[src/rtl/button_event_arbiter.sv]
// Round-robin arbiter turning debounced button edge pulses into a single
// valid/ready event stream, with coalescing and sticky per-channel overrun.
module button_event_arbiter #(
    parameter int  N_CH   = 4,
    localparam int CH_BIT = $clog2(N_CH)
) (
    input  logic              i_clk,
    input  logic              i_rst,
    input  logic [N_CH-1:0]   i_pos,
    input  logic [N_CH-1:0]   i_neg,
    input  logic              i_ready,
    input  logic              i_clr_overrun,
    output logic              o_valid,
    output logic [CH_BIT-1:0] o_ch,
    output logic              o_edge,
    output logic [N_CH-1:0]   o_overrun,
    output logic              o_busy
);

    localparam int IW = CH_BIT + 1;

    typedef enum logic {
        IDLE,
        PRESENT
    } state_t;

    state_t state;
    state_t state_n;

    logic [N_CH-1:0]   pend_pos;
    logic [N_CH-1:0]   pend_neg;
    logic [N_CH-1:0]   neg_first;
    logic [N_CH-1:0]   pend_pos_n;
    logic [N_CH-1:0]   pend_neg_n;
    logic [N_CH-1:0]   neg_first_n;
    logic [N_CH-1:0]   overrun_n;
    logic [N_CH-1:0]   ch_hot;
    logic [N_CH-1:0]   acc_pos;
    logic [N_CH-1:0]   acc_neg;
    logic [N_CH-1:0]   pos_keep;
    logic [N_CH-1:0]   neg_keep;
    logic [N_CH-1:0]   pos_new;
    logic [N_CH-1:0]   neg_new;
    logic [CH_BIT-1:0] last_grant;
    logic [CH_BIT-1:0] last_grant_n;
    logic [CH_BIT-1:0] ch_n;
    logic [CH_BIT-1:0] sel_ch;
    logic [IW-1:0]     idx;
    logic              edge_n;
    logic              sel_edge;
    logic              sel_found;
    logic              accept;

    assign o_valid = (state == PRESENT);
    assign o_busy  = (|pend_pos) | (|pend_neg) | o_valid;
    assign accept  = o_valid & i_ready;

    // One-hot of the pend bit being retired by this cycle's handshake
    assign ch_hot  = accept ? (N_CH'(1) << o_ch) : '0;
    assign acc_pos = o_edge ? ch_hot : '0;
    assign acc_neg = o_edge ? '0 : ch_hot;

    assign pos_keep   = pend_pos & ~acc_pos;
    assign neg_keep   = pend_neg & ~acc_neg;
    assign pos_new    = i_pos & ~pos_keep;
    assign neg_new    = i_neg & ~neg_keep;
    assign pend_pos_n = pos_keep | i_pos;
    assign pend_neg_n = neg_keep | i_neg;

    // A new overrun in the same cycle as a clear still leaves the bit set
    assign overrun_n = (i_clr_overrun ? '0 : o_overrun)
                     | (i_pos & pos_keep)
                     | (i_neg & neg_keep);

    always_comb begin
        neg_first_n = neg_first;
        for (int k = 0; k < N_CH; k++) begin
            if (pos_new[k] && neg_new[k]) begin
                neg_first_n[k] = 1'b0;
            end else if (pos_new[k] && neg_keep[k]) begin
                neg_first_n[k] = 1'b1;
            end else if (neg_new[k] && pos_keep[k]) begin
                neg_first_n[k] = 1'b0;
            end
        end
    end

    // Wrap is explicit so non-power-of-two channel counts stay in range
    always_comb begin
        sel_found = 1'b0;
        sel_ch    = '0;
        sel_edge  = 1'b0;
        idx       = '0;
        for (int i = 1; i <= N_CH; i++) begin
            idx = {1'b0, last_grant} + IW'(i);
            if (idx >= IW'(N_CH)) begin
                idx = idx - IW'(N_CH);
            end
            if (!sel_found
                && (pend_pos[idx[CH_BIT-1:0]] || pend_neg[idx[CH_BIT-1:0]])) begin
                sel_found = 1'b1;
                sel_ch    = idx[CH_BIT-1:0];
                if (pend_neg[idx[CH_BIT-1:0]]) begin
                    sel_edge = pend_pos[idx[CH_BIT-1:0]]
                             & ~neg_first[idx[CH_BIT-1:0]];
                end else begin
                    sel_edge = 1'b1;
                end
            end
        end
    end

    always_comb begin
        state_n      = state;
        ch_n         = o_ch;
        edge_n       = o_edge;
        last_grant_n = last_grant;
        unique case (state)
            IDLE: begin
                if (sel_found) begin
                    state_n      = PRESENT;
                    ch_n         = sel_ch;
                    edge_n       = sel_edge;
                    last_grant_n = sel_ch;
                end
            end
            PRESENT: begin
                if (i_ready) begin
                    state_n = IDLE;
                end
            end
        endcase
    end

    always_ff @(posedge i_clk) begin
        if (i_rst) begin
            state      <= IDLE;
            o_ch       <= '0;
            o_edge     <= 1'b0;
            last_grant <= CH_BIT'(N_CH - 1);
            pend_pos   <= '0;
            pend_neg   <= '0;
            neg_first  <= '0;
            o_overrun  <= '0;
        end else begin
            state      <= state_n;
            o_ch       <= ch_n;
            o_edge     <= edge_n;
            last_grant <= last_grant_n;
            pend_pos   <= pend_pos_n;
            pend_neg   <= pend_neg_n;
            neg_first  <= neg_first_n;
            o_overrun  <= overrun_n;
        end
    end

endmodule

[config.mk]
export PLATFORM = sky130hd
export DESIGN_NAME = button_event_arbiter
export DESIGN_NICKNAME = d
export VERILOG_FILES = /design/src/rtl/button_event_arbiter.sv
export SDC_FILE = /design/constraint.sdc
export NUM_CORES = 1
export LEC_CHECK = 0
export ABC_CLOCK_PERIOD_IN_PS = 2100
export BUFFER_PORTS_ARGS = -buffer_cell sky130_fd_sc_hd__buf_2
export CAP_MARGIN = 20
export CORE_ASPECT_RATIO = 1.2
export CORE_MARGIN = 3
export CORE_UTILIZATION = 50
export CTS_CLUSTER_DIAMETER = 30
export DETAILED_ROUTE_END_ITERATION = 7
export PLACE_DENSITY_LB_ADDON = 0.15
export SLEW_MARGIN = 10
export SYNTH_ARGS = -nofsm -noshare
export SYNTH_HDL_FRONTEND = slang
export SYNTH_SLANG_ARGS = --single-unit
[constraint.sdc]
create_clock -name i_clk -period 2.1 [get_ports i_clk]
set_input_delay 0.21 -clock i_clk [delete_from_list [all_inputs] [get_ports i_clk]]
set_output_delay 0.21 -clock i_clk [all_outputs]
set_load 0.02 [all_outputs]
==> summary.txt, run 1 <==
Outcome
  • Status: completed

Route
  • Vias per std cell: 6.14
  • Drt first pass iters: 4
  • DR DRC count: 0
  • Vias: 1406
  • DRT iter0 DRCs: 61
  • DR WL/cell: 17.1 µm
  • DRT antenna net count: 0
  • Wirelength, routed: 3910 µm

Setup path
  • Critical path startpoint category: register
  • Crit-path max FO: 6
  • Slowest cell on the critical path: mux4_2
  • CP max stage delay: 0.52 ns
  • Crit path DAT: 2.30 ns
  • CP most frequent cell: buf_6
  • CP required: 2.31 ns
  • Worst path cell trace: buf_6 > mux4_2 > buf_6 > nor2_1 > o21ai_1 > a221oi_2 > buf_4 > o21bai_1
  • CP Class: register to register
  • CP endpoint kind: register

CTS
  • Hold buffers post-CTS: 0
  • Num Clock Sinks: 22
  • Clock transition at path regs: 0.13 ns
  • Clock Tree Buf Depth: 2
  • CTS tree: yes
  • Depth of the CTS H-tree: 1
  • Worst skew pair latency: 0.31 ns
  • Num CTS Buffers: 3
  • Root Buffer: clkbuf_4

Global route
  • Vias in the first global route: 1365
  • GR Util All Layers: 0.238
  • Initial antenna violation count: 0
  • Largest net degree at the start of global routing: 25
  • Total overflow reported by the global router: 0
  • First-pass GRT wire length: 6230 µm

Power
  • Leakage: 0.749 nW
  • Power Density: 1060 nW/µm²
  • Overall power: 0.00192 W
  • Max rail drop VDD: 0.000760 V

Logic synthesis
  • Xor/xnor share of the synthesized area: 0
  • Total of warnings raised by yosys: 0
  • Post-synthesis adder-cell area fraction: 0
  • Syn_area_per_cell: 9.03 µm²
  • Mapped Area: 1440 µm²
  • Syn nets: 171
  • Area share of and/or/nand/nor cells after synthesis: 0.233
  • Synthesized flop and latch total: 22
  • Post-synthesis mux area share: 0.179
  • Mapped Cells: 159
  • EDFF count, synth: 0
  • Netlist cell types: 41
  • Compound-gate portion of the synthesized area: 0.246
  • Most used DFF post-synth: dfxtp_1
  • Largest family of logic cells by synthesized area: compound AO/OA/AOI/OAI gates
  • Asr flop ratio synth: 0
  • Seq/Total Area, Yosys: 0.307

Final layout
  • N_diodes: 0
  • Share of cells above drive strength 1: 0.357
  • Most frequent cells in the layout: nor2_1 (27), buf_2 (20), dfxtp_1 (20)
  • Fillers: 216
  • Layout area overhead: 26.6%
  • Most common cell after layout, fill and taps aside: nor2_1
  • Post-layout util: 0.691
  • Final-stage net count: 209
  • Design area: 1820 µm²

Floorplanning
  • Die height: 64.7 µm
  • FP Rows: 20
  • Die area: 3550 µm²
  • Initial core utilization: 0.546
  • I/O Pins: 21
  • Core area: 2630 µm²
  • Die X: 54.9 µm

Placed design
  • Placed Area: 1660 µm²
  • Port bufs: 20
  • Post-DP HPWL: 2830 µm
  • Gpl congestion: 0.880

Timing
  • Slew of the pin with the lowest slew margin: 0.409 ns
  • Minimum clock period: 2.09 ns
  • Skew final: 0.0126 ns
  • Final hold vios: 0
  • RSZ-0062 raised after global routing: true
  • Setup-failing EPs final: 0
  • Fmax: 0.478 GHz
  • Fin. max-slew vios: 0
  • Slew HR: 0.727
  • Fin crit share: 0.996

Run
  • Max-cap viol count: 0

Worst hold path
  • Worst Hold Class: input port to register
-- per-stage QoR --
step,TNS [ns],setup WS [ns],hold slack [ns],instances
floorplan,0,0.0461,0.309,159
CTS,0,0.00656,0.123,226
global route,-0.270,-0.0753,0.150,229
detailed placement,-0.593,-0.221,0.450,222
global placement,-0.258,-0.0899,0.447,222
finish,0,0.00925,0.129,229
-- worst paths after layout --
check,from,endpoint,slack (ns),cells past startpoint
max,last_grant[0],last_grant[0],0.009,8
min,i_neg[1],pend_neg[1],0.13,3
max reg2reg,last_grant[0],last_grant[0],0.009,8
min reg2reg,neg_first[2],neg_first[2],0.53,2
-- synth_stat cells (all sizes together) (5+ instances only) --
library cell,count,area share
a21oi,7,0.024
dfxtp,22,0.31
inv,5,0.013
mux4,10,0.16
nand2,8,0.021
nand2b,5,0.022
nor2,28,0.073
nor2b,6,0.026
o21a,6,0.031
o21ai,12,0.042
-- cell type report --
type / count / area, µm² / area share
Multi-Input combinational cell: 126 / 1020 / 0.562
Sequential cell: 22 / 445 / 0.245
Timing Repair Buffer: 39 / 254 / 0.140
Tap cell: 33 / 41.3 / 0.0227
Clock buffer: 4 / 36.3 / 0.0200
Inverter: 5 / 18.8 / 0.0103
-- power by group --
group / internal, W / leakage [nW] / switching [W]
logic: 0.000559 / 0.545 / 0.000543
registers: 0.000477 / 0.183 / 0.000105
clock network: 0.000106 / 0.0210 / 0.000129
-- flip-flops by register name, indices dropped and copies added (netlist names) --
signal / flops
last_grant: 2
pend_pos: 4
o_edge: 1
pend_neg: 4
o_overrun: 4
o_valid: 1
o_ch: 2
neg_first: 4
-- cells by family (layout without fill, tap and decap cells) --
family	count (synthesis)	in the layout
buffers and inverters	11	48
multiplexers	12	12
flip-flops	22	22
AND/OR/NAND/NOR	66	66
AO/OA/AOI/OAI	48	48
-- critical path: cells and delay by family (launching register included) --
family          cells  cell delay [ns]
simple gates        1             0.13
buf+inv             3             0.44
flops               1             0.42
mux                 1             0.52
compound gates      3             0.49
-- repair_timing --
item	4_1_cts	5_1_grt
resized for setup	14	8
endpoints found under the setup margin	5	6
pin swaps	2	7
setup buffers	0	3
-- routing by layer --
layer / GRT usage / wire length (µm) / part of all wire
met4: 0.0912 / 93 / 0.024
met3: 0.0345 / 143 / 0.037
met2: 0.426 / 2170 / 0.55
met5: 0 / 0 / 0
met1: 0.271 / 1510 / 0.38
Note: power is estimated with default switching activity, not from simulation.
==> inputs of run 2 (changes only) <==
- ABC_CLOCK_PERIOD_IN_PS: 2100 -> 2500
- CORE_MARGIN: 3 -> 2
- clock period: 2.1 -> 2.5 ns (I/O delays scaled with it)
==> summary.txt, run 2 (synthesized netlist as in run 1, its figures left out) <==
Route
  • DR DRC count: 0
  • Wirelength, routed: 3380 µm
  • Vias per std cell: 6.31
  • DRT antenna net count: 0
  • DR WL/cell: 15.8 µm
  • DRT iter0 DRCs: 51
  • Vias: 1351
  • Drt first pass iters: 6

Outcome
  • Status: completed

Setup path
  • Crit path DAT: 2.56 ns
  • CP required: 2.73 ns
  • CP max stage delay: 0.67 ns
  • R2R cell count: 5
  • Crit path max-delay family: compound AO/OA/AOI/OAI gates
  • CP Class: register to register
  • Critical R2R Launch: last_grant[0]
  • CP most frequent cell: o41ai_2
  • Crit path buf inv count: 0
  • RR Endpoint: o_ch[1]
  • Critical path startpoint category: register
  • Slowest cell on the critical path: mux4_1
  • Worst R2R Setup Slack: 0.16 ns
  • Crit-path max FO: 8
  • Worst path cell trace: mux4_1 > or2_4 > o41ai_2 > a211oi_1 > o41ai_2
  • CP endpoint kind: register

Global route
  • Vias in the first global route: 1286
  • Total overflow reported by the global router: 0
  • GR Util All Layers: 0.231
  • First-pass GRT wire length: 5830 µm
  • Largest net degree at the start of global routing: 25
  • Initial antenna violation count: 0

Worst hold path
  • Worst min-delay path startpoint: i_neg[1]
  • Hold Path Sink: pend_neg[1]
  • Hold depth: 3
  • Worst Hold Class: input port to register

Timing
  • Fin. max-slew vios: 0
  • Minimum clock period: 2.34 ns
  • Slew HR: 0.677
  • Slack of the critical path: 0.164 ns
  • Setup-failing EPs final: 0
  • Fin crit share: 0.934
  • RSZ-0062 raised after global routing: false
  • Fmax: 0.428 GHz
  • Final hold vios: 0
  • Total negative setup slack: 0 ns
  • Skew final: 0.00323 ns
  • Slew of the pin with the lowest slew margin: 0.480 ns

Final layout
  • Most common cell after layout, fill and taps aside: nor2_1
  • Most frequent cells in the layout: nor2_1 (28), dfxtp_1 (21), buf_2 (20)
  • Final-stage net count: 193
  • N_diodes: 0
  • Post-layout util: 0.582
  • Layout area overhead: 11.9%
  • Finished Layout Cells: 214
  • Share of cells above drive strength 1: 0.228

Placed design
  • Post-DP HPWL: 2570 µm
  • Gpl congestion: 0.877
  • Dpl ws: 0.178 ns
  • Port bufs: 20
  • Placed insts: 210

Run
  • Max-cap viol count: 0

Power
  • Combinational cell fraction of total power: 0.467
  • Switch Pwr: 0.000526 W
  • Sequential share of power: 0.379
  • Switch share: 0.402
  • Clk network pwr share: 0.154
  • Internal power: 0.000782 W
  • Max rail drop VDD: 0.000465 V
  • Power Density: 815 nW/µm²
  • Leakage: 0.658 nW

CTS
  • Depth of the CTS H-tree: 1
  • Postcts setup bufs: 0
  • Hold buffers post-CTS: 0
  • Num Clock Sinks: 22
  • Clock transition at path regs: 0.12 ns
  • Root Buffer: clkbuf_4
  • CTS tree: yes
  • Worst skew pair latency: 0.31 ns
  • CTS resizes: 0
  • Num CTS Buffers: 3
  • Clock Tree Buf Depth: 2

Floorplanning
  • Core area: 2760 µm²
  • Initial core utilization: 0.520
  • Die height: 62.7 µm
  • FP Rows: 21
  • I/O Pins: 21
  • Die area: 3320 µm²
  • Die X: 52.9 µm
[run 2: area by class of cell]
class | instances | area (µm²)
timing repair buffer | 23 | 123
multi-input combinational | 126 | 943
fill | 256 | 1150
inverter | 5 | 18.8
tap | 34 | 42.5
clock buffer | 4 | 36.3
sequential | 22 | 442
[run 2: how the worst max path moves through the flow]
stage | endpoint | startpoint | cells after the start
global placement | o_ch[1] | last_grant[0] | 5
finish | o_ch[1] | last_grant[0] | 5
CTS | last_grant[1] | last_grant[1] | 5
floorplan | o_ch[1] | last_grant[0] | 6
global route | o_ch[1] | last_grant[0] | 5
detailed placement | last_grant[1] | last_grant[1] | 5
[run 2: per-stage QoR]
step	hold WS (ns)	power, W	cell area [µm²]
after floorplan	0.349	0.000960	1440
after global placement	0.484	0.00108	1570
after detailed placement	0.489	0.00110	1570
after CTS	0.160	0.00130	1600
after global routing	0.184	0.00140	1610
final	0.168	0.00131	1610
[run 2: worst min-delay path, delay by kind of cell]
kind,cells,cell delay (ns)
simple gates,2,0.10
buf+inv,1,0.09
[run 2: per-layer routing]
metal	up-vias	track usage	share of wire
met5	-	0	0
met3	14	0.0335	0.036
met4	0	0.106	0.040
met2	40	0.352	0.49
met1	647	0.319	0.43
li1	650	-	-
[run 2: power by group through the flow]
stage / clock network, W / logic (W) / registers (W)
finish: 0.000201 / 0.000611 / 0.000495
global route: 0.000221 / 0.000664 / 0.000511
CTS: 0.000205 / 0.000606 / 0.000494
detailed placement: 0 / 0.000602 / 0.000501
global placement: 0 / 0.000587 / 0.000496
floorplan: 0 / 0.000490 / 0.000470
==> inputs of run 3 (changes only) <==
- ABC_AREA: unset -> 1
==> summary.txt, run 3 <==
Outcome
  • Status: completed

Logic synthesis
  • Post-synth top area cell: dfxtp_1
  • Mapped Area: 1600 µm²
  • Seq/Total Area, Yosys: 0.275
  • Most used DFF post-synth: dfxtp_1
  • Most common cell in the netlist: nand2_1
  • Syn_area_per_cell: 6.49 µm²
  • Area contributors post-synth: dfxtp_1 (27%), nand2_1 (19%), inv_1 (8.7%)
  • Total of warnings raised by yosys: 0
  • EDFF count, synth: 0
  • Mapped Cells: 247
  • Syn nets: 259
  • Synth top cells by count: nand2_1 (82), inv_1 (37), dfxtp_1 (22), a21oi_1 (16), nand2_2 (14)
  • Synthesized flop and latch total: 22
  • Share of the synthesized area in the top cell type: 0.275
  • Netlist cell types: 31
  • Asr flop ratio synth: 0

Floorplanning
  • Die X: 55.7 µm
  • Core area: 3060 µm²
  • Die area: 3680 µm²
  • Die height: 66.0 µm
  • I/O Pins: 21
  • Initial core utilization: 0.525
  • FP Rows: 22

CTS
  • Postcts setup bufs: 0
  • Hold buffers post-CTS: 0
  • Num CTS Buffers: 3
  • Depth of the CTS H-tree: 1
  • CTS resizes: 0
  • Root Buffer: clkbuf_4
  • Clock Tree Buf Depth: 2
  • Worst skew pair latency: 0.30 ns
  • CTS tree: yes
  • Clock transition at path regs: 0.11 ns
  • Num Clock Sinks: 22

Final layout
  • Final-stage net count: 278
  • Layout area overhead: 6.40%
  • Most common cell after layout, fill and taps aside: nand2_1
  • Most frequent cells in the layout: nand2_1 (82), inv_1 (37), dfxtp_1 (22)
  • Finished Layout Cells: 300
  • N_diodes: 0
  • Share of cells above drive strength 1: 0.205

Power
  • Leakage: 0.886 nW
  • Power Density: 776 nW/µm²
  • Max rail drop VDD: 0.000525 V

Route
  • Vias: 1584
  • DRT antenna net count: 0
  • DR DRC count: 0
  • Vias per std cell: 5.28
  • DR WL/cell: 12.2 µm
  • DRT iter0 DRCs: 82
  • Wirelength, routed: 3670 µm
  • Drt first pass iters: 4

Placed design
  • Port bufs: 20
  • Post-DP HPWL: 2940 µm
  • Gpl congestion: 0.949
  • Placed insts: 297

Timing
  • Slew HR: 0.677
  • Fmax: 0.529 GHz
  • Minimum clock period: 1.89 ns
  • Total negative setup slack: 0 ns
  • Final hold vios: 0
  • Fin. max-slew vios: 0
  • Slew of the pin with the lowest slew margin: 0.485 ns
  • Fin crit share: 0.756
  • RSZ-0062 raised after global routing: false
  • Skew final: 0.00542 ns
  • Setup-failing EPs final: 0

Worst hold path
  • Worst Hold Class: input port to register

Setup path
  • CP endpoint kind: register
  • CP Class: register to register
  • Crit-path max FO: 23
  • Crit path DAT: 2.14 ns
  • Critical path startpoint category: register
  • CP required: 2.75 ns

Global route
  • Total overflow reported by the global router: 0
  • Initial antenna violation count: 0
  • GR Util All Layers: 0.225
  • Largest net degree at the start of global routing: 24
  • First-pass GRT wire length: 6660 µm
  • Vias in the first global route: 1572

Run
  • Max-cap viol count: 0
==> run 3: changes by cell type after synthesis, sizes merged, moves of 5 or more <==
| cell | delta |
|---|---|
| nand3 | +15 |
| nand2b | -5 |
| a21oi | +11 |
| nand2 | +92 |
| mux4 | -10 |
| nor2b | -6 |
| nand4 | +8 |
| inv | +34 |
| o21a | -6 |
| nor2 | -18 |
==> run 3: critical path: stages, from the launching register on <==
cell and delay (ns):
dfxtp_1 0.41, buf_4 0.22, inv_8 0.15, nand2_1 0.09
nand2_2 0.15, nand2_1 0.10, nand2_2 0.10, nand2_2 0.08
nor2_4 0.11, nand3_2 0.09, nand2_1 0.09, nand3_2 0.11
a21oi_2 0.14
==> run 3: cell type report <==
type / instances / area [µm²]
fill: 328 / 1350
multi-input combinational: 179 / 932
timing repair buffer: 21 / 108
tap: 36 / 45.0
inverter: 39 / 159
clock buffer: 3 / 22.5
sequential: 22 / 440
==> run 3: report_power, final <==
group / switching, W / internal [W]
combinational: 0.000473 / 0.000234
sequential: 0.0000673 / 0.000394
clock: 0.0000989 / 0.0000563
total: 0.000640 / 0.000685
==> run 3: final timing paths <==
check                              startpoint            to  slack [ns]  cells after the start
worst min register to register   neg_first[1]  neg_first[1]        0.52                      2
worst max-delay path            last_grant[0]       o_ch[0]        0.61                     12
worst min-delay path                 i_neg[1]  neg_first[1]        0.14                      2
worst max register to register  last_grant[0]       o_ch[0]        0.61                     12
==> run 3: logic make-up after synthesis <==
group / synth area share
AO/OA/AOI/OAI: 0.151
flip-flops: 0.275
buffers and inverters: 0.144
AND/OR/NAND/NOR: 0.430
==> run 3: metrics by stage <==
stage / hold slack, ns / power, W / instance area [µm²] / setup slack (ns) / utilization
after global placement: 0.468 / 0.00117 / 1680 / 0.703 / 0.551
after floorplan: 0.359 / 0.00107 / 1600 / 1.09 / -
after global routing: 0.139 / 0.00145 / 1710 / 0.430 / 0.559
after CTS: 0.133 / 0.00133 / 1710 / 0.637 / 0.559
after detailed placement: 0.466 / 0.00117 / 1680 / 0.670 / 0.551
final: 0.138 / 0.00132 / 1710 / 0.610 / 0.559
==> run 3: routing by layer <==
metal | vias up | GRT usage | share of wire
met2 | 36 | 0.406 | 0.49
met3 | 12 | 0.0117 | 0.045
li1 | 830 | - | -
met4 | 0 | 0.0945 | 0.029
met5 | - | 0 | 0
met1 | 706 | 0.279 | 0.44
